<file path="config.mk">
export PLATFORM = sky130hd
export DESIGN_NAME = store_unit
export DESIGN_NICKNAME = d
export VERILOG_FILES = /design/src/rtl/store_unit_pkg.sv /design/src/rtl/store_align.sv /design/src/rtl/store_unit.sv
export SDC_FILE = /design/constraint.sdc
export NUM_CORES = 1
export LEC_CHECK = 0
export CORE_MARGIN = 8
export CORE_UTILIZATION = 45
export CTS_CLUSTER_SIZE = 8
export DETAILED_ROUTE_END_ITERATION = 12
export PLACE_DENSITY = 0.84
export RECOVER_POWER = 100
export SYNTH_ARGS = -nofsm -noshare
export SYNTH_HDL_FRONTEND = slang
export SYNTH_HIERARCHICAL = 1
export SYNTH_SLANG_ARGS = --single-unit
export TNS_END_PERCENT = 10
</file>
<file path="constraint.sdc">
create_clock -name clk -period 2.35 [get_ports clk]
set_input_delay 0.5875 -clock clk [delete_from_list [all_inputs] [get_ports clk]]
set_output_delay 0.5875 -clock clk [all_outputs]
set_load 0.005 [all_outputs]
</file>
<file path="src/rtl/store_unit_pkg.sv">
// Shared CPU encodings and store-path types.
package store_unit_pkg;

  localparam int unsigned XLEN = 32;
  localparam int unsigned BE_W = XLEN / 8;

  // Load funct3 encodings (writeback extender)
  localparam logic [2:0] LB  = 3'b000;
  localparam logic [2:0] LH  = 3'b001;
  localparam logic [2:0] LW  = 3'b010;
  localparam logic [2:0] LBU = 3'b100;
  localparam logic [2:0] LHU = 3'b101;

  // Store funct3 encodings
  localparam logic [2:0] SB  = 3'b000;
  localparam logic [2:0] SH  = 3'b001;
  localparam logic [2:0] SW  = 3'b010;

  // One data-memory write beat
  typedef struct packed {
    logic [XLEN-1:0] addr;
    logic [XLEN-1:0] wdata;
    logic [BE_W-1:0] be;
  } mem_beat_t;

endpackage

</file>
<file path="src/rtl/store_align.sv">
// Combinational lane aligner: (funct3, offset, data) -> 8-lane mask and 64-bit shifted data.
module store_align
  import store_unit_pkg::*;
(
  input  logic [2:0]        funct3,
  input  logic [1:0]        off,
  input  logic [XLEN-1:0]   data,
  output logic [2*BE_W-1:0] m8,
  output logic [2*XLEN-1:0] d64,
  output logic              legal
);

  logic [BE_W-1:0] mask4;
  logic [XLEN-1:0] dmask;

  // Select width mask and zero the unstored bytes, then shift into lanes
  always_comb begin
    mask4 = '0;
    dmask = '0;
    legal = 1'b1;
    case (funct3)
      SB:      begin mask4 = 4'b0001; dmask = {24'd0, data[7:0]};  end
      SH:      begin mask4 = 4'b0011; dmask = {16'd0, data[15:0]}; end
      SW:      begin mask4 = 4'b1111; dmask = data;                end
      default: legal = 1'b0;
    endcase
    m8  = (2*BE_W)'(mask4) << off;
    d64 = (2*XLEN)'(dmask) << {off, 3'b000};
  end

endmodule

</file>
<file path="src/rtl/store_unit.sv">
// Store unit: aligns SB/SH/SW data into byte lanes and issues one or two
// byte-enabled word writes over a req/ack handshake.
module store_unit
  import store_unit_pkg::*;
(
  input  logic            clk,
  input  logic            rst,
  input  logic            st_valid,
  output logic            st_ready,
  input  logic [XLEN-1:0] st_addr,
  input  logic [XLEN-1:0] st_data,
  input  logic [2:0]      st_funct3,
  output logic            st_done,
  output logic            st_err,
  output logic            mem_req,
  output logic [XLEN-1:0] mem_addr,
  output logic [XLEN-1:0] mem_wdata,
  output logic [BE_W-1:0] mem_be,
  input  logic            mem_ack
);

  typedef enum logic [1:0] {
    IDLE  = 2'd0,
    BEAT0 = 2'd1,
    BEAT1 = 2'd2
  } state_t;

  state_t          state, state_n;
  mem_beat_t       beat_q, beat_n;
  logic [BE_W-1:0] hi_be_q, hi_be_n;
  logic [XLEN-1:0] hi_wdata_q, hi_wdata_n;
  logic            req_q, req_n;
  logic            done_q, done_n;
  logic            err_q, err_n;

  logic [2*BE_W-1:0] m8;
  logic [2*XLEN-1:0] d64;
  logic              legal;

  store_align u_align (
    .funct3 (st_funct3),
    .off    (st_addr[1:0]),
    .data   (st_data),
    .m8     (m8),
    .d64    (d64),
    .legal  (legal)
  );

  // Next-state and next-output decode
  always_comb begin
    state_n    = state;
    beat_n     = beat_q;
    hi_be_n    = hi_be_q;
    hi_wdata_n = hi_wdata_q;
    req_n      = req_q;
    done_n     = 1'b0;
    err_n      = 1'b0;
    case (state)
      IDLE: begin
        req_n = 1'b0;
        if (st_valid) begin
          if (!legal) begin
            err_n = 1'b1;
          end else begin
            state_n      = BEAT0;
            req_n        = 1'b1;
            beat_n.addr  = {st_addr[XLEN-1:2], 2'b00};
            beat_n.be    = m8[BE_W-1:0];
            beat_n.wdata = d64[XLEN-1:0];
            hi_be_n      = m8[2*BE_W-1:BE_W];
            hi_wdata_n   = d64[2*XLEN-1:XLEN];
          end
        end
      end
      BEAT0: begin
        if (mem_ack) begin
          if (hi_be_q != '0) begin
            // Second word follows immediately; address wraps mod 2^32
            state_n      = BEAT1;
            beat_n.addr  = beat_q.addr + XLEN'(4);
            beat_n.be    = hi_be_q;
            beat_n.wdata = hi_wdata_q;
          end else begin
            state_n = IDLE;
            req_n   = 1'b0;
            done_n  = 1'b1;
          end
        end
      end
      BEAT1: begin
        if (mem_ack) begin
          state_n = IDLE;
          req_n   = 1'b0;
          done_n  = 1'b1;
        end
      end
      default: begin
        state_n = IDLE;
        req_n   = 1'b0;
      end
    endcase
  end

  // State and output registers
  always_ff @(posedge clk) begin
    if (rst) begin
      state      <= IDLE;
      beat_q     <= '0;
      hi_be_q    <= '0;
      hi_wdata_q <= '0;
      req_q      <= 1'b0;
      done_q     <= 1'b0;
      err_q      <= 1'b0;
    end else begin
      state      <= state_n;
      beat_q     <= beat_n;
      hi_be_q    <= hi_be_n;
      hi_wdata_q <= hi_wdata_n;
      req_q      <= req_n;
      done_q     <= done_n;
      err_q      <= err_n;
    end
  end

  assign st_ready  = (state == IDLE);
  assign st_done   = done_q;
  assign st_err    = err_q;
  assign mem_req   = req_q;
  assign mem_addr  = beat_q.addr;
  assign mem_wdata = beat_q.wdata;
  assign mem_be    = beat_q.be;

endmodule
</file>
* Word-level counts from Yosys, hierarchy flattened
Cells that the tools add are included.
** Word-level totals
- Output and inout bits :: 72
- Memory bits (read-only) :: 0
- Logic and storage cells :: 59
- RAM bits :: 0
- Memories kept :: 0
- Register bits :: 109
- Latch bits :: 0
- Bits of input ports :: 71
** Cells by class
- Multiplexer cells :: 25
- Bitwise gates (word level) :: 2
- Reduce and logical (&&, ||, !) cells :: 10
- Div/mod/pow operators :: 0
- Add/subtract/negate cells :: 1
- Order comparisons :: 0
- Eq/ne operators :: 10
- Shift operators :: 2
- Multipliers :: 0
** Operators by type and width (number)
- $mux 68 :: 4
- $pmux 68 s2 :: 1
- $pmux 32 s3 :: 1
- $shl 32x5->64 :: 1
- $add 32x3->32 const B :: 1
- $pmux 4 s3 :: 1
- $mux 1 :: 10
- $mux 2 :: 5
- $ne 2x2->1 const B :: 5
- $shl 4x2->8 :: 1
- $pmux 2 s3 :: 1
- $reduce_and 3->1 :: 2
- $reduce_or 3->1 :: 2
- $reduce_and 5->1 :: 1
- $reduce_and 4->1 :: 1
- $reduce_bool 4->1 :: 1
- $eq 3x1->1 const B :: 1
- $eq 3x2->1 const B :: 1
- $logic_not 3->1 :: 1
- $pmux 1 s3 :: 1
- $eq 2x1->1 const B :: 1
- $eq 2x2->1 const B :: 1
- $logic_not 2->1 :: 1
- $ne 2x1->1 const B :: 1
- other kinds (3) :: 4

* Logic depth before layout (Yosys ltp)
- Depth after elaboration :: 6
- Gate-level depth with buffers :: 10
- Depth with buffers taken out :: 7

* Modules after synthesis
Netlist, hierarchy kept.
** Modules (own cells, without submodules)
- store_unit :: instances 1, area an instance 5033.6 µm², cells each 621, seq. area each 2142.1 µm²
- store_align :: instances 1, area an instance 1016.0 µm², cells each 156, seq. area each 0.0 µm²

* Worst setup path after synthesis
Ideal clock, no wire load.
- Kind :: input to register
- From :: input port st_funct3[1]
- To :: register beat_q (netlist bit mem_addr[12])
- Buffers on the path :: 2
- Arrival :: 2101 ps
- Library setup time :: 138 ps
- Stages on the path :: 7
- Data required time :: 2212 ps
- Slack :: 111 ps
- Cells stage by stage :: a21o_1 -> inv_1 -> nand2_1 -> a221oi_1 -> buf_2 -> buf_1 -> a211oi_1
** On the way
- Longest elaborated chain between the ends :: 5
- Elaborated cells on any way between the ends :: 7
- Those cells by class :: eq/ne: 3; mux: 1; reduce/logical: 3
** RTL lines
- from (decl) :: RTL line store_unit.sv:12 : input logic [2:0] st_funct3,
- $eq 3x1->1, or another cell as far along :: RTL line store_align.sv:21 : case (funct3)
- $reduce_or 3->1 (no source line) *
- $mux 1 * :: RTL line store_align.sv:21
- net legal :: RTL line store_unit.sv:38 : logic legal;
- $ne 2x1->1 (no source line) *
- $reduce_and 5->1 (no source line) *
- to (signal assigned) :: RTL line store_unit.sv:116 : beat_q <= beat_n;
- to (decl) :: RTL line store_unit.sv:29 : mem_beat_t beat_q, beat_n;
The timed path passes the listed nets; every way through them passes the cells marked *.
A chain may end at the register's enable or synchronous reset.

* Final worst setup path
- From :: input port st_addr[1]
- To :: register beat_q (netlist bit mem_wdata[30])
** On the way
- Longest elaborated chain between the ends :: 4
** RTL lines
- from (decl) :: RTL line store_unit.sv:10 : input logic [XLEN-1:0] st_addr,
- $shl 32x5->64 :: RTL line store_align.sv:28 : d64 = (2*XLEN)'(dmask) << {off, 3'b000};
- net d64[30] :: RTL line store_unit.sv:37 : logic [2*XLEN-1:0] d64;
- $mux 68 :: RTL line store_unit.sv:62 : if (!legal) begin
- $mux 68 :: RTL line store_unit.sv:61 : if (st_valid) begin
- $pmux 68 s2 :: RTL line store_unit.sv:58 : case (state)
The timed path passes the listed nets, and every way through them passes these cells. The select of a mux whose other input is x is not followed.

==> metrics.md <==
| Metric | Value |
|---|---|
| Remaining number of nets flagged by the antenna check after routing | 0 |
| Worst Path Max Fanout | 8 |
| Proportion of power drawn by combinational gates | 0.245 |
| Master cell of the clock root buffer | clkbuf_16 |
| Start-to-end type of the worst setup path | input pin to flop |
| Crit path arrival time | approximately 2.5 ns |
| Unrepaired setup endpoints after global routing | false |
| Max-slew headroom | 0.474 |
| Remaining Overflow, GRT | 0 |
| Finish-stage setup viols | 0 |
| Pwr dens | between 500 and 600 nW/um^2 |
| Number of placed instances with taps included | roughly 1.1k |
| Register clock-pin slew on the reported worst setup and hold paths | ~0.080 ns |
| Achievable clock frequency | between 400 and 500 MHz |
| Synth cell types | between 50 and 60 |
| Post-Synthesis Mean Instance Area | around 7.8 sq um |
| Count of TritonRoute iterations in the first routing pass | 5 |
| Part of the total power dissipated in the clock network | 0.317 |
| Switching share of total power | 0.309 |
| Share of layout cells above drive strength 1 | 0.0963 |
| Pin count of the biggest net entering global routing | a little under 50 |
| Standard cell core area | 13,200 sq um |
| Initial core utilization | 0.459 |
| Count of vias placed by the detailed router | about 6.4k |
| Sw Pwr | 1.46 mW |
| Number of instances in the synthesized netlist | just under 800 |
| Type of origin of the critical path | input pin |
| Clock buffer count from CTS | 9 |
| Die span in x | around 130 microns |
| Max Clock Skew | approximately 0.0088 ns |
| Post-Synthesis Cell Area | roughly 6000 sq um |
| Req. time, crit path | 2.60 ns |
| Detailed-route vias per instance | ~5.8 |
| P_leak | 3.11 nW |
| Transition time at the pin with the least slew margin | between 0.7 and 0.8 ns |
| Hpwl dp | between 10,000 and 15,000 microns |
| H-tree level count | 3 |
| First-iteration detailed-routing DRC count | between 800 and 900 |
| Drc violations | 0 |
| Final nets | between 900 and 1k |
| Total negative setup slack | 0 ns |
| Power share of the sequential group | 0.438 |
| Area enclosed by the die boundary | 17,400 sq um |
| Sequential-to-total area share from yosys stat | 0.354 |
| Outcome | completed |
| Antenna violations before repair | 0 |
| Final cell count without fillers | ~1.1k |
| Fin crit period | approximately 2.2 ns |
| Synthesis-to-finish area growth | 34.3% |
| Routed len/inst | between 15 and 20 microns |
| First-pass GRT wire length | about 30,000 microns |
| Final Slew Violations | 0 |
| Synthesis warning total | 6 |
| Wire length after detailed routing | around 19,000 microns |
| Fraction of registers with async set or reset after synthesis | 0 |
| Via count of the first global-routing pass | 5,856 |
| Number of enable flip-flop cells after synthesis | 0 |
| Global placer's final weighted congestion | around 0.94 |
| Maximum clock insertion buffer count | 2 |
| TritonCTS clock tree | yes |
| Worst Hold Class | flop to flop |
| Row Count | 42 |
| Part of the cycle the worst path needs | 0.950 |
| PnR Total Power | approximately 4.7 mW |
| Setup Buffers After CTS | 0 |
| Clk_lat worst skew | 0.36 ns |
| Post-synthesis register bit count | between 100 and 150 |
| Most instantiated flip-flop cell in the synthesis netlist | dfxtp_1 |
| Number of buffers added on ports | 140 |
| Max-cap check violation count | 0 |
| Num ports | ~140 |
| Clock sink total | between 100 and 150 |
| # hold bufs at CTS | 0 |
| Ant. Diodes | 0 |
| Worst VDD drop | 0.329 mV |
| Number of hold violations in the final report | 0 |
| Vertical extent of the die | approximately 130 microns |
| Internal power | between 3 and 4 mW |
| Global Route Usage Sum | 0.208 |
| Type of destination of the critical path | flop |
-- cells in the final DEF, fill, tap and decap left out, types with 14 or more instances in the layout --
cell | synthesis | routed
a21oi_1 | 62 | 62
a22oi_1 | 18 | 18
and2_1 | 17 | 17
nand2_1 | 113 | 113
dlygate4sd3_1 | 0 | 69
mux2i_1 | 59 | 59
nor2_1 | 103 | 101
buf_4 | 11 | 45
a211oi_1 | 39 | 39
o21ai_0 | 19 | 19
dfxtp_1 | 107 | 107
clkdlybuf4s50_1 | 0 | 66
a221o_1 | 17 | 17
nand4_1 | 14 | 14
-- cell usage after synthesis, types with 4 or more instances --
master / number / area (sq um)
buf_1: 7 / 26.3
buf_2: 16 / 80.1
nand2_1: 113 / 424
mux2_2: 4 / 45.0
and3_1: 5 / 31.3
a31oi_1: 8 / 50.1
nand3_1: 13 / 65.1
nor2b_1: 13 / 81.3
nor4_1: 7 / 43.8
and2_1: 17 / 106
nand4_1: 14 / 87.6
mux2i_1: 59 / 591
dfxtp_1: 107 / 2140
buf_4: 11 / 82.6
inv_1: 11 / 41.3
ha_1: 4 / 50.1
a211oi_1: 39 / 293
nor3_1: 9 / 45.0
a221o_1: 17 / 170
a22oi_1: 18 / 135
o22ai_1: 12 / 75.1
a21oi_1: 62 / 310
o21ai_0: 19 / 95.1
clkbuf_1: 38 / 143
nor2_1: 103 / 387
-- power groups by stage --
stage          Sequential [mW]  Combinational [mW]  Clock, mW
2_1_floorplan             2.10               0.576          0
3_3_place_gp              2.11                1.18          0
3_5_place_dp              2.11                1.20          0
4_1_cts                   2.07                1.21       1.53
5_1_grt                   2.08                1.26       1.60
6_report                  2.07                1.16       1.50
-- metrics by stage --
step                setup WS (ns)  hold WS [ns]   util  cell area, sq um
global route               0.0314         0.472  0.616              8120
CTS                        0.0544         0.457  0.617              8140
finish                      0.117         0.455  0.616              8120
global placement           -0.335         0.441  0.596              7860
detailed placement         -0.379         0.447  0.596              7860
floorplan                   0.111         0.436      -              6080
-- per-layer routing --
layer | global-route usage | vias up | routed length (microns)
li1 | - | 3063 | -
met1 | 0.274 | 2929 | 8260
met2 | 0.322 | 348 | 8560
met3 | 0.0518 | 39 | 1680
met4 | 0.0740 | 0 | 424
met5 | 0 | - | 0
-- state kept, by name, indices dropped and copies added, names as in the netlist, 2 cells and up --
register	count
hi_wdata_q	32
mem_wdata	32
mem_addr	30
hi_be_q	4
mem_be	4
state	2
-- cell type report --
cell class | instances | area (sq um)
multi-input cells | 595 | 3600
clock inverters | 7 | 58.8
fillers | 1112 | 5070
repair buffers | 195 | 1840
inverters | 11 | 41.3
flip-flops and latches | 107 | 2140
clock buffers | 9 | 225
well taps | 176 | 220
-- worst paths after layout --
kind              slack, ns           from  depth (start not counted)            end
hold / removal         0.46  hi_wdata_q[5]                          2  hi_wdata_q[5]
hold reg to reg        0.46  hi_wdata_q[5]                          2  hi_wdata_q[5]
setup reg to reg       0.23       state[0]                          8  mem_wdata[30]
setup / recovery       0.12     st_addr[1]                          7  mem_wdata[30]
-- what timing repair did --
action                     4_1_cts  5_1_grt
gates resized for setup          1        8
setup endpoints to repair        2       18
hold endpoints to repair         0        0
cloned                           0        0
-- critical path, cell delays in order --
cell and delay, ns:
clkdlybuf4s50_1 0.49, clkbuf_1 0.19, clkbuf_1 0.17, nand2_1 0.25, o22ai_1 0.30, mux2i_1 0.14
a211oi_1 0.35
-- cells by family after synthesis --
logic type	synth area share
AND/OR/NAND/NOR	0.252
adder cells (fa/ha/maj)	0.00827
buffers and inverters	0.0635
multiplexers	0.105
other	0.00124
flip-flops	0.354
AO/OA/AOI/OAI	0.216
(Power assumes the default switching activity.)
